$ cat src/rtl/instruction_fetch_unit.sv
// Purpose : MIPS IF stage -- owns the PC, addresses instruction memory, fills the IF/ID register.
// Latency : 1 cycle from PC to IF/ID; a taken redirect costs exactly one bubble.
// Backpres: i_Stall freezes PC and IF/ID; i_Flush bubbles IF/ID; HALT_WORD freezes fetch until a redirect.
//
// Ports:
//   i_Clk, i_Reset (async, active low)
//   o_FetchAddress      word index {2'b00, PC[31:2]} to instruction memory
//   i_FetchInstruction  combinational instruction word from memory
//   i_Stall, i_Flush    hazard-unit controls
//   i_BranchTaken, i_BranchTarget  EX-stage redirect (target bits [1:0] forced to 0)
//   o_PC                current program counter (byte address)
//   o_IFID_Instruction, o_IFID_PCPlus4, o_IFID_Valid  IF/ID pipeline register
//   o_Halted            fetch frozen on HALT_WORD
module instruction_fetch_unit #(
    parameter logic [31:0] RESET_PC  = 32'h0000_0000,
    parameter logic [31:0] HALT_WORD = 32'hFC00_0000
) (
    input  logic        i_Clk,
    input  logic        i_Reset,
    output logic [31:0] o_FetchAddress,
    input  logic [31:0] i_FetchInstruction,
    input  logic        i_Stall,
    input  logic        i_Flush,
    input  logic        i_BranchTaken,
    input  logic [31:0] i_BranchTarget,
    output logic [31:0] o_PC,
    output logic [31:0] o_IFID_Instruction,
    output logic [31:0] o_IFID_PCPlus4,
    output logic        o_IFID_Valid,
    output logic        o_Halted
);

    typedef enum logic [1:0] {
        START = 2'd0,
        RUN   = 2'd1,
        HALT  = 2'd2
    } state_t;

    state_t      r_state, w_state_nxt;
    logic [31:0] r_pc, w_pc_nxt;
    logic [31:0] r_ifid_instr, w_ifid_instr_nxt;
    logic [31:0] r_ifid_pcp4, w_ifid_pcp4_nxt;
    logic        r_ifid_vld, w_ifid_vld_nxt;

    logic [31:0] w_pc_plus4;
    logic [31:0] w_target;

    // Modulo-2^32 increment: 32'hFFFF_FFFC wraps to 0 silently.
    assign w_pc_plus4 = r_pc + 32'd4;
    assign w_target   = {i_BranchTarget[31:2], 2'b00};

    always_ff @(posedge i_Clk or negedge i_Reset) begin
        if (!i_Reset) begin
            r_state      <= START;
            r_pc         <= RESET_PC;
            r_ifid_instr <= 32'd0;
            r_ifid_pcp4  <= 32'd0;
            r_ifid_vld   <= 1'b0;
        end else begin
            r_state      <= w_state_nxt;
            r_pc         <= w_pc_nxt;
            r_ifid_instr <= w_ifid_instr_nxt;
            r_ifid_pcp4  <= w_ifid_pcp4_nxt;
            r_ifid_vld   <= w_ifid_vld_nxt;
        end
    end

    always_comb begin
        // Default: hold everything (this is also the plain-stall behaviour).
        w_state_nxt      = r_state;
        w_pc_nxt         = r_pc;
        w_ifid_instr_nxt = r_ifid_instr;
        w_ifid_pcp4_nxt  = r_ifid_pcp4;
        w_ifid_vld_nxt   = r_ifid_vld;

        case (r_state)
            START: begin
                // One settling cycle after reset: PC holds, IF/ID gets a bubble,
                // and all control inputs are ignored.
                w_ifid_instr_nxt = 32'd0;
                w_ifid_pcp4_nxt  = 32'd0;
                w_ifid_vld_nxt   = 1'b0;
                w_state_nxt      = RUN;
            end
            RUN: begin
                if (i_BranchTaken) begin
                    // Redirect wins over stall/flush; the wrong-path word is dropped.
                    w_pc_nxt         = w_target;
                    w_ifid_instr_nxt = 32'd0;
                    w_ifid_pcp4_nxt  = 32'd0;
                    w_ifid_vld_nxt   = 1'b0;
                end else if (i_Flush) begin
                    w_ifid_instr_nxt = 32'd0;
                    w_ifid_pcp4_nxt  = 32'd0;
                    w_ifid_vld_nxt   = 1'b0;
                    if (!i_Stall) begin
                        w_pc_nxt = w_pc_plus4;
                    end
                end else if (!i_Stall) begin
                    w_ifid_instr_nxt = i_FetchInstruction;
                    w_ifid_pcp4_nxt  = w_pc_plus4;
                    w_ifid_vld_nxt   = 1'b1;
                    // The halt word itself goes downstream as a valid nop, but
                    // the PC stays parked on it.
                    if (i_FetchInstruction == HALT_WORD) begin
                        w_state_nxt = HALT;
                    end else begin
                        w_pc_nxt = w_pc_plus4;
                    end
                end
            end
            HALT: begin
                w_ifid_instr_nxt = 32'd0;
                w_ifid_pcp4_nxt  = 32'd0;
                w_ifid_vld_nxt   = 1'b0;
                // An older branch resolving late means the halt was wrong-path.
                if (i_BranchTaken) begin
                    w_pc_nxt    = w_target;
                    w_state_nxt = RUN;
                end
            end
            default: begin
                w_state_nxt = START;
            end
        endcase
    end

    assign o_FetchAddress     = {2'b00, r_pc[31:2]};
    assign o_PC               = r_pc;
    assign o_IFID_Instruction = r_ifid_instr;
    assign o_IFID_PCPlus4     = r_ifid_pcp4;
    assign o_IFID_Valid       = r_ifid_vld;
    assign o_Halted           = (r_state == HALT);

endmodule
$ cat config.mk
export PLATFORM = sky130hd
export DESIGN_NAME = instruction_fetch_unit
export DESIGN_NICKNAME = d
export VERILOG_FILES = /design/src/rtl/instruction_fetch_unit.sv
export SDC_FILE = /design/constraint.sdc
export NUM_CORES = 1
export LEC_CHECK = 0
export ABC_AREA = 1
export ABC_CLOCK_PERIOD_IN_PS = 2600
export BUFFER_PORTS_ARGS = -buffer_cell sky130_fd_sc_hd__buf_2
export CAP_MARGIN = 25
export CORE_ASPECT_RATIO = 0.7
export CORE_MARGIN = 5
export CORE_UTILIZATION = 23
export CTS_CLUSTER_DIAMETER = 200
export CTS_CLUSTER_SIZE = 8
export DETAILED_ROUTE_END_ITERATION = 6
export MAX_ROUTING_LAYER = met4
export PLACE_DENSITY = 0.39
export SYNTH_ARGS = -nofsm -noshare
export SYNTH_HDL_FRONTEND = slang
export SYNTH_SLANG_ARGS = --single-unit
$ cat constraint.sdc
create_clock -name i_Clk -period 2.6 [get_ports i_Clk]
set_input_delay 0 -clock i_Clk [delete_from_list [all_inputs] [get_ports i_Clk]]
set_output_delay 0 -clock i_Clk [all_outputs]
set_load 0.005 [all_outputs]
# Yosys cells after proc, flatten, opt, wreduce, memory -nomap -nowiden
# Cells that the tools add are included.
dict set report op_classes {
  n_addsub 1
  reduce_logical 7
  muxes 24
  eq_ne 11
}
# cell count
set ops {}
lappend ops {{two-way mux 32 bit} 11}
lappend ops {{one-hot mux 32 bit (2 select lines)} 3}
lappend ops {{adder 32 x 3 -> 32 bit (second input constant)} 1}
lappend ops {{== test 32 bit (second input constant)} 1}
lappend ops {{two-way mux 2 bit} 5}
lappend ops {{inequality test 2 bit (second input constant)} 5}
lappend ops {{inequality test 4 bit (second input constant)} 2}
lappend ops {{one-hot mux 2 bit (3 select lines)} 1}
lappend ops {{AND reduction 5 bit} 1}
lappend ops {{AND reduction 4 bit} 1}
lappend ops {{nonzero test 2 bit} 2}
lappend ops {{two-way mux 1 bit} 3}
lappend ops {{inequality test 3 bit (second input constant)} 1}
lappend ops {{== test 2 x 1 -> 1 bit (second input constant)} 1}
lappend ops {{== test 2 bit (second input constant)} 1}
lappend ops {{zero test 2 bit} 1}
lappend ops {{one-hot mux 1 bit (2 select lines)} 1}
lappend ops {{AND reduction 2 bit} 1}
lappend ops {{OR reduction 2 bit} 1}
dict set report word_totals {
  in_bits 69
  output_inout_bits 130
  regBits 99
}

# Longest topological paths before layout
# Gate-level depths: netlist of run 1.
dict set report logic_depth {
  ltp_word 6
  depth_mapped 12
  depth_no_buf 10
}

# Worst setup path after synthesis of run 1
# No wires, ideal clock.
dict set report synth_path {
  path_kind {reg-to-reg}
  start {reg r_state[1]}
  end {reg r_ifid_instr[29] (netlist: o_IFID_Instruction[29])}
  t_required_ns 2.479
  stages_incl_launch_ff 12
  setup_ns 0.121
  arrival_ns 1.664
  setup_slack_ns 0.815
  cell_sequence {dfrtp_1 inv_1 ha_1 nand2_1 o21bai_2 buf_4 inv_2 nand3_4 inv_2 buf_6 buf_6 a22o_1}
}
dict set report synth_between {
  elab_chain_cells 4
  elab_cells_between_ends 8
}
# item line_no
set synth_lines {}
lappend synth_lines {{start: declaration} 39} ;# state_t r_state, w_state_nxt;
lappend synth_lines {{start signal: assignment} 60} ;# r_state <= w_state_nxt;
lappend synth_lines {{== test 2 bit / zero test 2 bit (equally long branches)} 76} ;# case (r_state)
lappend synth_lines {{OR reduction 2 bit (no source line)} --}
lappend synth_lines {{nonzero test 2 bit (no source line)} --}
lappend synth_lines {{AND reduction 2 bit (no source line)} --}
lappend synth_lines {{end signal: assignment} 62} ;# r_ifid_instr <= w_ifid_instr_nxt;
lappend synth_lines {{end: declaration} 41} ;# logic [31:0] r_ifid_instr, w_ifid_instr_nxt;
# Parallel ways exist; a longest one is shown, timed or not.
# A chain may end at the register's enable or synchronous reset.

# Final worst setup path of run 1
dict set report layout_path {
  start {reg r_state[1]}
  end {reg r_ifid_pcp4[12] (netlist: o_IFID_PCPlus4[12])}
}
dict set report layout_between {
  elab_chain_cells 4
  elab_cells_between_ends 8
}
# item line_no
set layout_lines {}
lappend layout_lines {{== test 2 bit / zero test 2 bit (equally long branches)} 76}
lappend layout_lines {{OR reduction 2 bit (no source line)} --}
lappend layout_lines {{nonzero test 2 bit (no source line)} --}
lappend layout_lines {{AND reduction 2 bit (no source line)} --}
lappend layout_lines {{end signal: assignment} 63} ;# r_ifid_pcp4 <= w_ifid_pcp4_nxt;
lappend layout_lines {{end: declaration} 42} ;# logic [31:0] r_ifid_pcp4, w_ifid_pcp4_nxt;
# Parallel ways exist; a longest one is shown, timed or not.

==> results.json, run 1 <==
{
  "postCtsSetupRepairBufs": 0,
  "skew_ps": 6.97,
  "p_leak_nw": 3.85,
  "clk_latency_ps": 360,
  "via_count": 5054,
  "cts-root-buf": "clkbuf_16",
  "synth_seq_area_share_pct": 45.3,
  "slowest_stage": "buf_4",
  "die_w_um": 191,
  "wirelength_mm": 19.6,
  "postSynthAreaPerCell_sq_um": 7.78,
  "grt_pass1_wl_mm": 30.3,
  "critPathBufInv": 2,
  "dpl.hpwl_mm": 14.6,
  "synth_cells": 682,
  "firstDrtPassIters": 5,
  "fin_nets": 966,
  "grt_overflow_total": 0,
  "rsz0062_at_grt": "false",
  "ys_ff_latch": 96,
  "synth.distinct_cells": 33,
  "synth.area.top_cells": "dfrtp_1, nand2_1, buf_4, nor2_1, a22o_1",
  "cts_buffers": 9,
  "grt_max_degree": 64,
  "worst_path_largest_cell_delay_ps": 590,
  "fin_crit_ps": 2080,
  "drive_above_1_share_pct": 27.6,
  "grt_pass1_vias": 5137,
  "worstHoldEndpoint": "o_PC[30]$_DFFE_PN0P_",
  "fin_tns_setup_ps": 0,
  "drt_iter0_markers": 267,
  "die_h_um": 137,
  "arrival_ps": 2380,
  "setup_viol": 0,
  "vias_per_cell": 4.19,
  "crit_required_ps": 2890,
  "path_class": "reg -> reg",
  "fin_crit_sh_pct": 80.1,
  "rr_worst_depth": 6,
  "area_delta_synth_final_pct": 36.7,
  "clock-sinks": 96,
  "worst-path-max-fanout": 63,
  "slew_headroom_pct": 50.3,
  "cts_buffer_depth": 2,
  "ys_warn_count": 0,
  "powerDensity_nw_per_um2": 561,
  "grt_usage_pct": 15.6,
  "final_cell_mix": "nand2_1, buf_2, dfrtp_1",
  "timing.rr.start": "r_state[1]$_DFFE_PN0P_",
  "hold_path.class": "in -> reg",
  "finalHoldViolCount": 0,
  "initial_utilization_pct": 23.4,
  "hp-start": "i_BranchTarget[30]",
  "fmax_mhz": 480,
  "ant_nets": 0,
  "syn_area_sq_um": 5300,
  "cts.htree.levels": 3,
  "final_common_cell": "nand2_1",
  "crit_chain": "inv_1 -> ha_1 -> nand2_1 -> o21bai_4 -> buf_4 -> a22o_1",
  "hold_depth": 4,
  "drc": 0,
  "final_max_slew_viol_count": 0,
  "yosysTopAreaCellShare_pct": 45.3,
  "cp-end-kind": "register",
  "crit_family": "buffers and inverters",
  "irDropWorstVdd_mv": 0.274,
  "port_buffers": 192,
  "hold_buffers": 52,
  "cts_tree": "built",
  "setup_ws_ps": 517,
  "coreArea_sq_um": 22700,
  "wl_per_cell_um": 16.2,
  "drv_cap": 0,
  "rr_endpoint": "o_IFID_PCPlus4[12]$_DFFE_PN0P_",
  "r2r_slack_ps": 520,
  "post-place-ws_ps": 525,
  "tightest_slew_ps": 746,
  "rows": 46,
  "fp.dieArea_sq_um": 26200,
  "path_clk_slew_ps": 70,
  "status": "completed",
  "antenna_found_initial": 0,
  "diodes": 0,
  "synth_top_cell_by_area": "dfrtp_1",
  "place_congestion": 0.848,
  "pin_count": 199,
  "cts_resized": 0,
  "critical_path.startpoint_type": "register"
}
[worst max-delay path by stage]
stage / from / endpoint / cells after the start / slack [ps]
4_1_cts: r_state[1]$_DFFE_PN0P_ / o_IFID_PCPlus4[3]$_DFFE_PN0P_ / 6 / 510
2_1_floorplan: r_state[1]$_DFFE_PN0P_ / o_IFID_Instruction[29]$_DFFE_PN0P_ / 11 / 810
6_report: r_state[1]$_DFFE_PN0P_ / o_IFID_PCPlus4[12]$_DFFE_PN0P_ / 6 / 520
5_1_grt: r_state[1]$_DFFE_PN0P_ / o_IFID_Instruction[24]$_DFFE_PN0P_ / 7 / 300
3_5_place_dp: r_state[1]$_DFFE_PN0P_ / o_IFID_Instruction[2]$_DFFE_PN0P_ / 6 / 530
3_3_place_gp: r_state[1]$_DFFE_PN0P_ / o_IFID_Instruction[26]$_DFFE_PN0P_ / 6 / 510
[layout make-up]
| type | count | area, sq um |
|---|---|---|
| clock buffer | 12 | 256 |
| clock inverter | 3 | 65.1 |
| fill | 2530 | 15400 |
| inverter | 55 | 206 |
| multi-input combinational | 474 | 2320 |
| sequential | 96 | 2400 |
| tap | 312 | 390 |
| timing repair buffer | 255 | 1600 |
[flip-flops by register name, indices dropped and copies added (netlist names)]
signal,cells
r_state,2
o_IFID_Valid,1
o_PC,30
o_IFID_Instruction,32
o_IFID_PCPlus4,31
[cells by family after synthesis]
kind of cell	synth area share, %
buf+inv	11.3
mux	1.13
compound gates	11.1
fa+ha+maj	1.42
xor+xnor	1.16
flops	45.3
simple gates	28.5
other cells	0.0707
[power breakdown]
part / switching (mW) / internal, mW / leakage, nW
Sequential: 0.174 / 1.61 / 1.24
Clock: 0.584 / 0.890 / 0.159
Combinational: 0.434 / 0.368 / 2.44
Total: 1.19 / 2.87 / 3.85
[synth_stat cells]
| master | instances |
|---|---|
| nor2_4 | 1 |
| nor3_1 | 1 |
| a21oi_1 | 7 |
| o21ai_0 | 46 |
| buf_4 | 38 |
| nand2_1 | 211 |
| nand4_2 | 1 |
| nand4_1 | 10 |
| inv_1 | 51 |
| a22o_1 | 27 |
| nor2_1 | 74 |
| conb_1 | 1 |
| dfrtp_1 | 96 |
| nand2_2 | 1 |
| nand3b_1 | 1 |
| o211a_1 | 1 |
| mux2i_1 | 6 |
| o21bai_1 | 1 |
| o21bai_2 | 1 |
| nand3_4 | 1 |
| clkbuf_1 | 12 |
| nor2_2 | 1 |
| ha_1 | 6 |
| o21ai_1 | 1 |
| nand3_1 | 39 |
| inv_2 | 4 |
| a21o_1 | 6 |
| xnor2_1 | 5 |
| o31ai_1 | 1 |
| buf_6 | 2 |
| or2_2 | 19 |
| xor2_1 | 2 |
| buf_2 | 8 |
[stage by stage]
step | instance area, sq um | hold slack (ps) | instances | util, % | total power [mW]
floorplan | 5310 | -296 | 685 | - | 2.21
global placement | 6400 | -123 | 1140 | 28.2 | 2.58
detailed placement | 6400 | -123 | 1140 | 28.2 | 2.57
CTS | 7250 | 0.408 | 1207 | 32.0 | 4.15
global route | 7250 | 48.7 | 1207 | 32.0 | 4.31
finish | 7250 | 30.7 | 1207 | 32.0 | 4.06
[routing by layer]
| metal | vias up | GRT usage [%] | routed length [um] |
|---|---|---|---|
| met4 | 0 | 3.19 | 153 |
| met5 | - | - | 0 |
| met2 | 148 | 21.2 | 7760 |
| met3 | 10 | 3.49 | 1240 |
| met1 | 2336 | 23.6 | 10500 |
| li1 | 2560 | - | - |
[worst min-delay path, delay by kind of cell]
kind | cells | cell delay (ps)
and+or+nand+nor | 2 | 150
AOI/OAI and AO/OA | 1 | 130
buffers and inverters | 1 | 70
Note: power is estimated with default switching activity, not from simulation.
==> run 2, diff against run 1 <==
--- a/config.mk
+++ b/config.mk
@@ -6,7 +6,7 @@
 export NUM_CORES = 1
 export LEC_CHECK = 0
 export ABC_AREA = 1
-export ABC_CLOCK_PERIOD_IN_PS = 2600
+export ABC_CLOCK_PERIOD_IN_PS = 1900
 export BUFFER_PORTS_ARGS = -buffer_cell sky130_fd_sc_hd__buf_2
 export CAP_MARGIN = 25
 export CORE_ASPECT_RATIO = 0.7
@@ -16,7 +16,7 @@
 export CTS_CLUSTER_SIZE = 8
 export DETAILED_ROUTE_END_ITERATION = 6
 export MAX_ROUTING_LAYER = met4
-export PLACE_DENSITY = 0.39
+export PLACE_DENSITY = 0.41
 export SYNTH_ARGS = -nofsm -noshare
 export SYNTH_HDL_FRONTEND = slang
 export SYNTH_SLANG_ARGS = --single-unit
==> constraint.sdc (replaced) <==
create_clock -name i_Clk -period 1.9 [get_ports i_Clk]
set_input_delay 0 -clock i_Clk [delete_from_list [all_inputs] [get_ports i_Clk]]
set_output_delay 0 -clock i_Clk [all_outputs]
set_load 0.005 [all_outputs]
==> results.json, run 2 (same netlist as run 1, synthesis figures left out) <==
{
  "status": "completed",
  "final_cell_area_sq_um": 7490,
  "seqPwrFrac_pct": 44.4,
  "rr_worst_depth": 9,
  "finalHoldViolCount": 0,
  "rsz0062_at_grt": "true",
  "hp-start": "i_BranchTarget[19]",
  "area_delta_synth_final_pct": 41.3,
  "die_h_um": 137,
  "clk_latency_ps": 350,
  "switching_share_pct": 31.6,
  "cts_buffers": 9,
  "path_clk_slew_ps": 70,
  "initial_utilization_pct": 23.4,
  "fin_crit_sh_pct": 95.0,
  "arrival_ps": 2040,
  "worst_path_largest_cell_delay_ps": 440,
  "irDropWorstVdd_mv": 0.438,
  "tightest_slew_ps": 578,
  "final_cells": 1232,
  "fin_nets": 989,
  "final_max_slew_viol_count": 0,
  "crit_family": "flip-flops",
  "drive_above_1_share_pct": 31.1,
  "grt_usage_pct": 15.6,
  "worst-path-max-fanout": 32,
  "rr_endpoint": "o_IFID_Instruction[20]$_DFFE_PN0P_",
  "post-route-util_pct": 33.0,
  "slew_headroom_pct": 61.5,
  "grt_pass1_vias": 5131,
  "fp.dieArea_sq_um": 26200,
  "fin_tns_setup_ps": 0,
  "final_cell_mix": "nand2_1, buf_2, dfrtp_1",
  "drv_cap": 0,
  "die_w_um": 191,
  "port_buffers": 192,
  "cts-root-buf": "clkbuf_16",
  "critical_path.startpoint_type": "register",
  "drt_iter0_markers": 292,
  "cp-end-kind": "register",
  "largest_reg_flops": 32,
  "wirelength_mm": 20.1,
  "skew_ps": 8.01,
  "crit_chain": "inv_2 -> ha_1 -> nand2_2 -> o21bai_4 -> inv_2 -> nand3_4 -> inv_2 -> buf_12 -> a22o_1",
  "cts_tree": "built",
  "p_comb_share_pct": 23.3,
  "cpMostUsedCell": "inv_2",
  "crit_required_ps": 2140,
  "power_mw": 5.39,
  "pin_count": 199,
  "dpl.hpwl_mm": 14.7,
  "grt_pass1_wl_mm": 30.3,
  "dp_cells": 1159,
  "path_class": "reg -> reg",
  "setup_viol": 0,
  "powerDensity_nw_per_um2": 719,
  "vias_per_cell": 4.18,
  "cts.htree.levels": 3,
  "clockPowerShare_pct": 32.3,
  "p_int_mw": 3.69,
  "p_sw_mw": 1.70,
  "clock-sinks": 96,
  "critPathBufInv": 4,
  "grt_max_degree": 97,
  "final_common_cell": "nand2_1",
  "worstHoldEndpoint": "o_PC[19]$_DFFE_PN0P_",
  "ant_nets": 0,
  "wl_per_cell_um": 16.3,
  "fmax_mhz": 554,
  "placed_cell_area_sq_um": 6570,
  "cts_buffer_depth": 2,
  "hold_path.class": "in -> reg",
  "r2r_slack_ps": 90,
  "grt_overflow_total": 0,
  "slowest_stage": "dfrtp_1",
  "p_leak_nw": 3.95,
  "drc": 0,
  "coreArea_sq_um": 22700,
  "hold_depth": 4,
  "rows": 46,
  "place_congestion": 0.873,
  "fin_crit_ps": 1810,
  "via_count": 5144,
  "timing.rr.start": "r_state[1]$_DFFE_PN0P_",
  "antenna_found_initial": 1,
  "firstDrtPassIters": 5
}
## run 2: changes by cell type in the layout (fill, tap and decap cells not counted), moves of 3 or more
cell,delta
buf_4,+18
nor2_1,-5
nor2_2,+4
nand2_1,-3
nand3_2,+3
## run 2: layout make-up
class	instances	area [sq um]
clock buffer	10	229
tap	312	390
multi-input combinational	475	2400
inverter	55	206
timing repair buffer	277	1820
sequential	96	2400
clock inverter	6	43.8
antenna	1	2.50
fill	2497	15200
## run 2: worst max-delay path by stage
stage,from,end,cells past startpoint
3_3_place_gp,r_state[1]$_DFFE_PN0P_,o_IFID_Instruction[29]$_DFFE_PN0P_,9
6_report,r_state[1]$_DFFE_PN0P_,o_IFID_Instruction[20]$_DFFE_PN0P_,9
5_1_grt,r_state[1]$_DFFE_PN0P_,o_IFID_PCPlus4[29]$_DFFE_PN0P_,10
2_1_floorplan,r_state[1]$_DFFE_PN0P_,o_IFID_PCPlus4[10]$_DFFE_PN0P_,11
3_5_place_dp,r_state[1]$_DFFE_PN0P_,o_IFID_Instruction[20]$_DFFE_PN0P_,9
4_1_cts,r_state[1]$_DFFE_PN0P_,o_IFID_Instruction[20]$_DFFE_PN0P_,9
## run 2: what timing repair did
action                                  CTS  global route
gates cloned                              0             2
hold buffers                             52             0
resized for setup                         0            21
endpoints found under the setup margin    4            88
hold endpoints to repair                147             0
buffers inserted                          0             2
pin swaps                                 1             2
## run 2: per-layer routing
| metal | track usage [%] | wire length (um) |
|---|---|---|
| met1 | 23.6 | 10800 |
| met2 | 21.7 | 7890 |
| met3 | 2.98 | 1240 |
| met4 | 2.43 | 153 |
| met5 | - | 0 |
## run 2: worst reg2reg max path, cell delays in order (launching register included)
cell and delay [ps]:
dfrtp_1 440, inv_2 100, ha_1 180, nand2_2 120, o21bai_4 180, inv_2 90, nand3_4 120, inv_2 70
buf_12 160, a22o_1 220
## run 2: stage by stage
| stage | hold WS, ps | setup slack (ps) |
|---|---|---|
| after floorplan | -296 | 115 |
| after global placement | 117 | 44.5 |
| after detailed placement | 118 | 13.1 |
| after CTS | 3.70 | 24.6 |
| after global routing | 39.2 | -18.6 |
| final | 15.7 | 95.0 |
## run 2: power groups by stage
stage	sequential (mW)	combinational [mW]	clock, mW
floorplan	2.43	0.592	0
global placement	2.43	1.17	0
detailed placement	2.43	1.17	0
CTS	2.39	1.26	1.82
global route	2.42	1.42	1.88
finish	2.39	1.26	1.74
